File: config.mk
export PLATFORM = sky130hd
export DESIGN_NAME = matrix_slot_writer_flat
export DESIGN_NICKNAME = d
export VERILOG_FILES = /design/src/rtl/matrix_slot_writer_if.sv /design/src/rtl/matrix_slot_writer.sv /design/src/flat_wrapper.sv
export SDC_FILE = /design/constraint.sdc
export NUM_CORES = 1
export LEC_CHECK = 0
export CORE_ASPECT_RATIO = 0.5
export CORE_MARGIN = 2
export CORE_UTILIZATION = 59
export DETAILED_ROUTE_END_ITERATION = 10
export PLACE_DENSITY = 0.95
export SLEW_MARGIN = 20
export SYNTH_ARGS = -nofsm -noshare
export SYNTH_HDL_FRONTEND = slang
export SYNTH_SLANG_ARGS = --single-unit
export TNS_END_PERCENT = 50
File: constraint.sdc
create_clock -name clk -period 16.1 [get_ports clk]
set_clock_uncertainty 0.05 [all_clocks]
set_input_delay 2.415 -clock clk [delete_from_list [all_inputs] [get_ports clk]]
set_output_delay 2.415 -clock clk [all_outputs]
set_load 0.05 [all_outputs]
File: src/rtl/matrix_slot_writer_if.sv
// Result-write bundle between the compute subsystem and the matrix slot
// writer, including the writer's BRAM write port.
interface matrix_slot_writer_if #(
  parameter int DATA_WIDTH = 32,
  parameter int ADDR_WIDTH = 14
);
  logic                  write_request;
  logic                  write_ready;
  logic [2:0]            write_matrix_id;
  logic [7:0]            write_rows;
  logic [7:0]            write_cols;
  logic [0:7][7:0]       write_name;
  logic [DATA_WIDTH-1:0] write_data;
  logic                  write_data_valid;
  logic                  writer_ready;
  logic                  write_done;
  logic                  write_error;
  logic                  busy;
  logic                  bram_we;
  logic [ADDR_WIDTH-1:0] bram_addr;
  logic [DATA_WIDTH-1:0] bram_din;

  // Producer side: issues requests and payload, observes status and BRAM port.
  modport master (
    output write_request, write_matrix_id, write_rows, write_cols, write_name,
           write_data, write_data_valid,
    input  write_ready, writer_ready, write_done, write_error, busy,
           bram_we, bram_addr, bram_din
  );

  // Writer side.
  modport slave (
    input  write_request, write_matrix_id, write_rows, write_cols, write_name,
           write_data, write_data_valid,
    output write_ready, writer_ready, write_done, write_error, busy,
           bram_we, bram_addr, bram_din
  );
endinterface

File: src/rtl/matrix_slot_writer.sv
// Commits one matrix per transaction into its BRAM slot at id*BLOCK_SIZE.
// Payload goes first, the 3-word header last (base+2, base+1, base+0), so an
// interrupted transfer never leaves a header that looks valid.
//
// state | meaning
// IDLE  | waiting for write_request, write_ready=1
// CHECK | validate latched dimensions
// DATA  | accept payload words, one BRAM write per transfer
// HDR2  | write name bytes 4..7 to base+2
// HDR1  | write name bytes 0..3 to base+1
// HDR0  | write {rows,cols} to base+0
// DONE  | write_done pulse
// ERR   | write_error pulse, nothing was written
module matrix_slot_writer #(
  parameter int BLOCK_SIZE = 1152,
  parameter int DATA_WIDTH = 32,
  parameter int ADDR_WIDTH = 14
) (
  input logic                 clk,
  input logic                 rst,
  matrix_slot_writer_if.slave wif
);

  typedef enum logic [2:0] {
    IDLE, CHECK, DATA, HDR2, HDR1, HDR0, DONE, ERR
  } state_t;

  localparam logic [15:0] MAX_PAYLOAD = 16'(BLOCK_SIZE - 3);

  state_t                state;
  logic [2:0]            id_q;
  logic [7:0]            rows_q;
  logic [7:0]            cols_q;
  logic [0:7][7:0]       name_q;
  logic [15:0]           count;
  logic                  write_ready_q;
  logic                  writer_ready_q;
  logic                  write_done_q;
  logic                  write_error_q;
  logic                  busy_q;
  logic                  bram_we_q;
  logic [ADDR_WIDTH-1:0] bram_addr_q;
  logic [DATA_WIDTH-1:0] bram_din_q;

  logic [15:0]           total;
  logic [ADDR_WIDTH-1:0] base;

  assign total = 16'(rows_q) * 16'(cols_q);
  assign base  = ADDR_WIDTH'(id_q) * ADDR_WIDTH'(BLOCK_SIZE);

  assign wif.write_ready  = write_ready_q;
  assign wif.writer_ready = writer_ready_q;
  assign wif.write_done   = write_done_q;
  assign wif.write_error  = write_error_q;
  assign wif.busy         = busy_q;
  assign wif.bram_we      = bram_we_q;
  assign wif.bram_addr    = bram_addr_q;
  assign wif.bram_din     = bram_din_q;

  // Sequencer: all outputs registered; pulses default low every cycle.
  always_ff @(posedge clk) begin
    if (rst) begin
      state          <= IDLE;
      id_q           <= '0;
      rows_q         <= '0;
      cols_q         <= '0;
      name_q         <= '0;
      count          <= '0;
      write_ready_q  <= 1'b1;
      writer_ready_q <= 1'b0;
      write_done_q   <= 1'b0;
      write_error_q  <= 1'b0;
      busy_q         <= 1'b0;
      bram_we_q      <= 1'b0;
      bram_addr_q    <= '0;
      bram_din_q     <= '0;
    end else begin
      bram_we_q     <= 1'b0;
      write_done_q  <= 1'b0;
      write_error_q <= 1'b0;
      case (state)
        IDLE: begin
          if (wif.write_request) begin
            id_q          <= wif.write_matrix_id;
            rows_q        <= wif.write_rows;
            cols_q        <= wif.write_cols;
            name_q        <= wif.write_name;
            write_ready_q <= 1'b0;
            busy_q        <= 1'b1;
            state         <= CHECK;
          end
        end
        CHECK: begin
          if (rows_q == 8'd0 || cols_q == 8'd0 || total > MAX_PAYLOAD) begin
            write_error_q <= 1'b1;
            state         <= ERR;
          end else begin
            count          <= '0;
            writer_ready_q <= 1'b1;
            state          <= DATA;
          end
        end
        DATA: begin
          if (wif.write_data_valid && writer_ready_q) begin
            bram_we_q   <= 1'b1;
            bram_addr_q <= base + ADDR_WIDTH'(3) + ADDR_WIDTH'(count);
            bram_din_q  <= wif.write_data;
            count       <= count + 16'd1;
            if (count == total - 16'd1) begin
              writer_ready_q <= 1'b0;
              state          <= HDR2;
            end
          end
        end
        HDR2: begin
          bram_we_q   <= 1'b1;
          bram_addr_q <= base + ADDR_WIDTH'(2);
          bram_din_q  <= DATA_WIDTH'({name_q[4], name_q[5], name_q[6], name_q[7]});
          state       <= HDR1;
        end
        HDR1: begin
          bram_we_q   <= 1'b1;
          bram_addr_q <= base + ADDR_WIDTH'(1);
          bram_din_q  <= DATA_WIDTH'({name_q[0], name_q[1], name_q[2], name_q[3]});
          state       <= HDR0;
        end
        HDR0: begin
          bram_we_q    <= 1'b1;
          bram_addr_q  <= base;
          bram_din_q   <= DATA_WIDTH'({16'h0, rows_q, cols_q});
          write_done_q <= 1'b1;
          state        <= DONE;
        end
        DONE, ERR: begin
          write_ready_q <= 1'b1;
          busy_q        <= 1'b0;
          state         <= IDLE;
        end
        default: state <= IDLE;
      endcase
    end
  end

endmodule

File: src/flat_wrapper.sv
// flat-port wrapper written by rule: the top's interface ports become plain ports
module matrix_slot_writer_flat 
#(
  parameter int BLOCK_SIZE = 1152,
  parameter int DATA_WIDTH = 32,
  parameter int ADDR_WIDTH = 14
)
  (clk, rst, wif_write_request, wif_write_matrix_id, wif_write_rows, wif_write_cols, wif_write_name, wif_write_data, wif_write_data_valid, wif_write_ready, wif_writer_ready, wif_write_done, wif_write_error, wif_busy, wif_bram_we, wif_bram_addr, wif_bram_din);
  matrix_slot_writer_if #(.DATA_WIDTH(DATA_WIDTH), .ADDR_WIDTH(ADDR_WIDTH)) wif_i ();
  input logic clk;
  input logic rst;
  input wire logic [$bits(wif_i.write_request)-1:0] wif_write_request;
  input wire logic [$bits(wif_i.write_matrix_id)-1:0] wif_write_matrix_id;
  input wire logic [$bits(wif_i.write_rows)-1:0] wif_write_rows;
  input wire logic [$bits(wif_i.write_cols)-1:0] wif_write_cols;
  input wire logic [$bits(wif_i.write_name)-1:0] wif_write_name;
  input wire logic [$bits(wif_i.write_data)-1:0] wif_write_data;
  input wire logic [$bits(wif_i.write_data_valid)-1:0] wif_write_data_valid;
  output wire logic [$bits(wif_i.write_ready)-1:0] wif_write_ready;
  output wire logic [$bits(wif_i.writer_ready)-1:0] wif_writer_ready;
  output wire logic [$bits(wif_i.write_done)-1:0] wif_write_done;
  output wire logic [$bits(wif_i.write_error)-1:0] wif_write_error;
  output wire logic [$bits(wif_i.busy)-1:0] wif_busy;
  output wire logic [$bits(wif_i.bram_we)-1:0] wif_bram_we;
  output wire logic [$bits(wif_i.bram_addr)-1:0] wif_bram_addr;
  output wire logic [$bits(wif_i.bram_din)-1:0] wif_bram_din;
  assign wif_i.write_request = wif_write_request;
  assign wif_i.write_matrix_id = wif_write_matrix_id;
  assign wif_i.write_rows = wif_write_rows;
  assign wif_i.write_cols = wif_write_cols;
  assign wif_i.write_name = wif_write_name;
  assign wif_i.write_data = wif_write_data;
  assign wif_i.write_data_valid = wif_write_data_valid;
  assign wif_write_ready = wif_i.write_ready;
  assign wif_writer_ready = wif_i.writer_ready;
  assign wif_write_done = wif_i.write_done;
  assign wif_write_error = wif_i.write_error;
  assign wif_busy = wif_i.busy;
  assign wif_bram_we = wif_i.bram_we;
  assign wif_bram_addr = wif_i.bram_addr;
  assign wif_bram_din = wif_i.bram_din;
  matrix_slot_writer #(.BLOCK_SIZE(BLOCK_SIZE), .DATA_WIDTH(DATA_WIDTH), .ADDR_WIDTH(ADDR_WIDTH)) u_core (.clk(clk), .rst(rst), .wif(wif_i));
endmodule
==> impl_metrics.yaml <==
timing:
  layout_setup_ws_ps: 9470
  slew_violations: 0
  maxSlewHeadroom_pct: 30.2
  min_period_ps: 6630
  tns_ps: 0
  hold_viol: 0
  worst_pin_slew_ps: 1040
  rsz0062_at_grt: "no"
  setup_violations: 0
  fmax_ghz: 0.151
  period_share_pct: 41.2
power:
  powerDensity_mw_per_mm2: 116
  pwr-share-comb_pct: 36.4
  p_int_mw: 0.872
  leakagePower_nw: 4.94
  clkPwrFrac_pct: 29.7
  switching_power_mw: 0.554
  peakVddDrop_mv: 0.0997
  power_mw: 1.43
  pwr-share-seq_pct: 33.9
  swShare_pct: 38.8
setup_path:
  critical_path.endpoint_type: "flop"
  required_ps: 16370
  path_class: "flop to flop"
  r2r_cells: 18
  worstPathArrival_ps: 6900
  r2r-end: "u_core.count[11]$_SDFFE_PP0P_"
  worstReg2RegStart: "u_core.rows_q[0]$_SDFFE_PP0P_"
  start_kind: "flop"
  r2r_slack_ps: 9470
  cp_max_fo: 30
worst_hold_path:
  whs_path_depth: 2
  hold_start: "u_core.name_q[11]$_SDFFE_PP0P_"
  hold_path_class: "flop to flop"
  min_to: "u_core.name_q[11]$_SDFFE_PP0P_"
final_layout:
  regArea_sq_mm: 0.00308
  nFillCells: 1081
  fin_area_sq_mm: 0.0123
  multiInputGateArea_sq_mm: 0.00629
  final_nets: 1567
  final_cells: 1606
  area_growth_pct: 22.6
  drive_gt1_share_pct: 5.01
synth:
  synth.most_common_cell: "nand2_1"
  synth_compound_area_share_pct: 21.4
  ys_seq_elements: 154
  synth_top_family_by_area: "simple AND/OR/NAND/NOR gates"
  yosysSeqAreaShare_pct: 30.8
  yosysTopAreaCell: "dfxtp_1"
  synth_top_area_share_pct: 30.8
  synthAdderAreaFrac_pct: 12.9
  yosysWarnings: 0
  synth.distinct_cells: 73
  synth_simple_gate_area_share_pct: 22.8
  synth_common_cells: "nand2_1, a21oi_1, dfxtp_1"
  synth_area_sq_mm: 0.0100
  synth_nets: 1476
  synthCells: 1275
  synth_xor_area_share_pct: 3.50
  synth_ff_type: "dfxtp_1"
  async_flop_share_pct: 0
  ys_top_cells_by_area: "dfxtp_1, nand2_1, a21oi_1, fa_1, ha_1"
  synth_enable_flop_cells: 0
  syn-mean-instance-area_sq_um: 7.86
  synthMuxAreaShare_pct: 2.01
global_routing:
  antenna_found_initial: 1
  grt_max_degree: 93
  grt_pass1_vias: 9987
  grtUsageTotal_pct: 34.3
  grt_pass1_wl_um: 49600
  grt.overflow.total: 0
cts:
  clk_path_buf_depth: 2
  cts_buffers: 17
  cts_sinks: 154
  cts-root-buf: "clkbuf_16"
  ctsHoldBuffers: 0
  cts_resized: 0
  cts_tree: "yes"
  ctsHtreeMaxLevel: 4
  path_clk_slew_ps: 70
  postCtsSetupRepairBufs: 0
  clkLatencyLatePin_ps: 430
drt:
  detail_route.wl_per_cell_um: 19.2
  drt_iter0_markers: 1363
  viasPerCell: 6.35
  drc_errors: 0
  postRouteAntennaNets: 0
  wl_um: 30800
  dr.pass1.iters: 6
  dr_total_vias: 10200
placement:
  hpwl_um: 21200
  place.gp.congestion: 0.951
  dpl_cell_area_sq_mm: 0.0117
  io_buffers: 170
  pre_cts_ws_ps: 9610
  dp.cells: 1574
floorplanning:
  initial_utilization_pct: 60.8
  die_y_um: 96.1
  ios: 171
  core_sq_mm: 0.0165
  fp.dieW_um: 188
  dieArea_sq_mm: 0.0181
  rows: 33
status:
  outcome: "completed"
job:
  drv_cap: 0
-- worst max-delay path by stage --
stage                                        startpoint                              endpoint  slack, ps  cells after the start
final                     u_core.rows_q[0]$_SDFFE_PP0P_         u_core.count[11]$_SDFFE_PP0P_       9470                     18
after global routing      u_core.cols_q[6]$_SDFFE_PP0P_         u_core.count[11]$_SDFFE_PP0P_       9010                     18
after CTS                 u_core.rows_q[0]$_SDFFE_PP0P_         u_core.count[11]$_SDFFE_PP0P_       9580                     18
after detailed placement  u_core.rows_q[0]$_SDFFE_PP0P_         u_core.count[11]$_SDFFE_PP0P_       9610                     18
after global placement    u_core.rows_q[0]$_SDFFE_PP0P_         u_core.count[11]$_SDFFE_PP0P_       9810                     18
after floorplan           u_core.rows_q[0]$_SDFFE_PP0P_  u_core.wif.writer_ready$_SDFFE_PP0P_      10380                     20
-- through the flow --
step,utilization (%),hold slack [ps]
after floorplan,-,386
after global placement,70.7,385
after detailed placement,70.7,398
after CTS,74.5,407
after global routing,74.5,424
final,74.6,408
-- critical path, cell delays in order (launching register included) --
cell	delay [ps]
dfxtp_1	540
nand2_1	140
fa_1	530
fa_1	550
inv_1	50
fa_1	530
inv_1	60
fa_1	530
inv_1	40
ha_1	390
a21o_1	230
a31oi_1	280
nand2_1	170
xnor2_1	330
a41oi_1	190
nor3_1	320
nand3_1	800
a21oi_1	410
mux2_2	360
-- cell usage in the layout, fill, tap and decap left out, types with 9 or more instances in the layout --
cell             count
o2111ai_1           15
ha_1                46
nor3_1               9
a2111o_1            13
a311oi_1            18
clkbuf_16           17
xor2_1              15
mux2i_1             19
nor2_1              77
a211oi_1            20
nand2_1            244
o21ai_0             29
nand3_1             37
a21oi_1            157
dfxtp_1            153
fa_1                36
xnor2_1             17
and2_1              63
buf_4               11
clkdlybuf4s50_1    169
a221oi_1            17
inv_1               58
-- per-layer routing --
metal  wire (um)  global-route usage [%]
met4        1290                    18.0
met2       14400                    59.2
met5           0                       0
met1       12100                    41.8
met3        2950                    6.56
-- power by group through the flow --
stage	combinational (mW)	sequential, mW	clock, mW
floorplan	0.291	0.540	0
global placement	0.489	0.484	0
detailed placement	0.502	0.488	0
CTS	0.510	0.481	0.422
global route	0.560	0.488	0.440
finish	0.519	0.484	0.424
-- kinds of logic after synthesis --
| family | Yosys count |
|---|---|
| AND/OR/NAND/NOR | 494 |
| AO/OA/AOI/OAI | 323 |
| buffers and inverters | 167 |
| flip-flops | 154 |
| adder cells (fa/ha/maj) | 82 |
| XOR/XNOR | 35 |
| multiplexers | 20 |
-- final cells by class --
type                            instances  share of cell area [%]
Clock buffer                           20                    3.80
Inverter                               59                    1.80
Sequential cell                       154                    25.1
Timing Repair Buffer                  180                    14.4
Tap cell                              227                    2.31
Multi-Input combinational cell        954                    51.2
Antenna cell                            1                  0.0204
Clock inverter                         11                    1.26
-- registers in the layout (all words and copies together), names as in the netlist, 3 cells and up --
name                  flops
u_core.name_q            64
u_core.state              3
u_core.id_q               3
u_core.rows_q             8
u_core.wif.bram_din      32
u_core.wif.bram_addr     14
u_core.cols_q             8
u_core.count             16
Power figures use the tool's default switching activity.
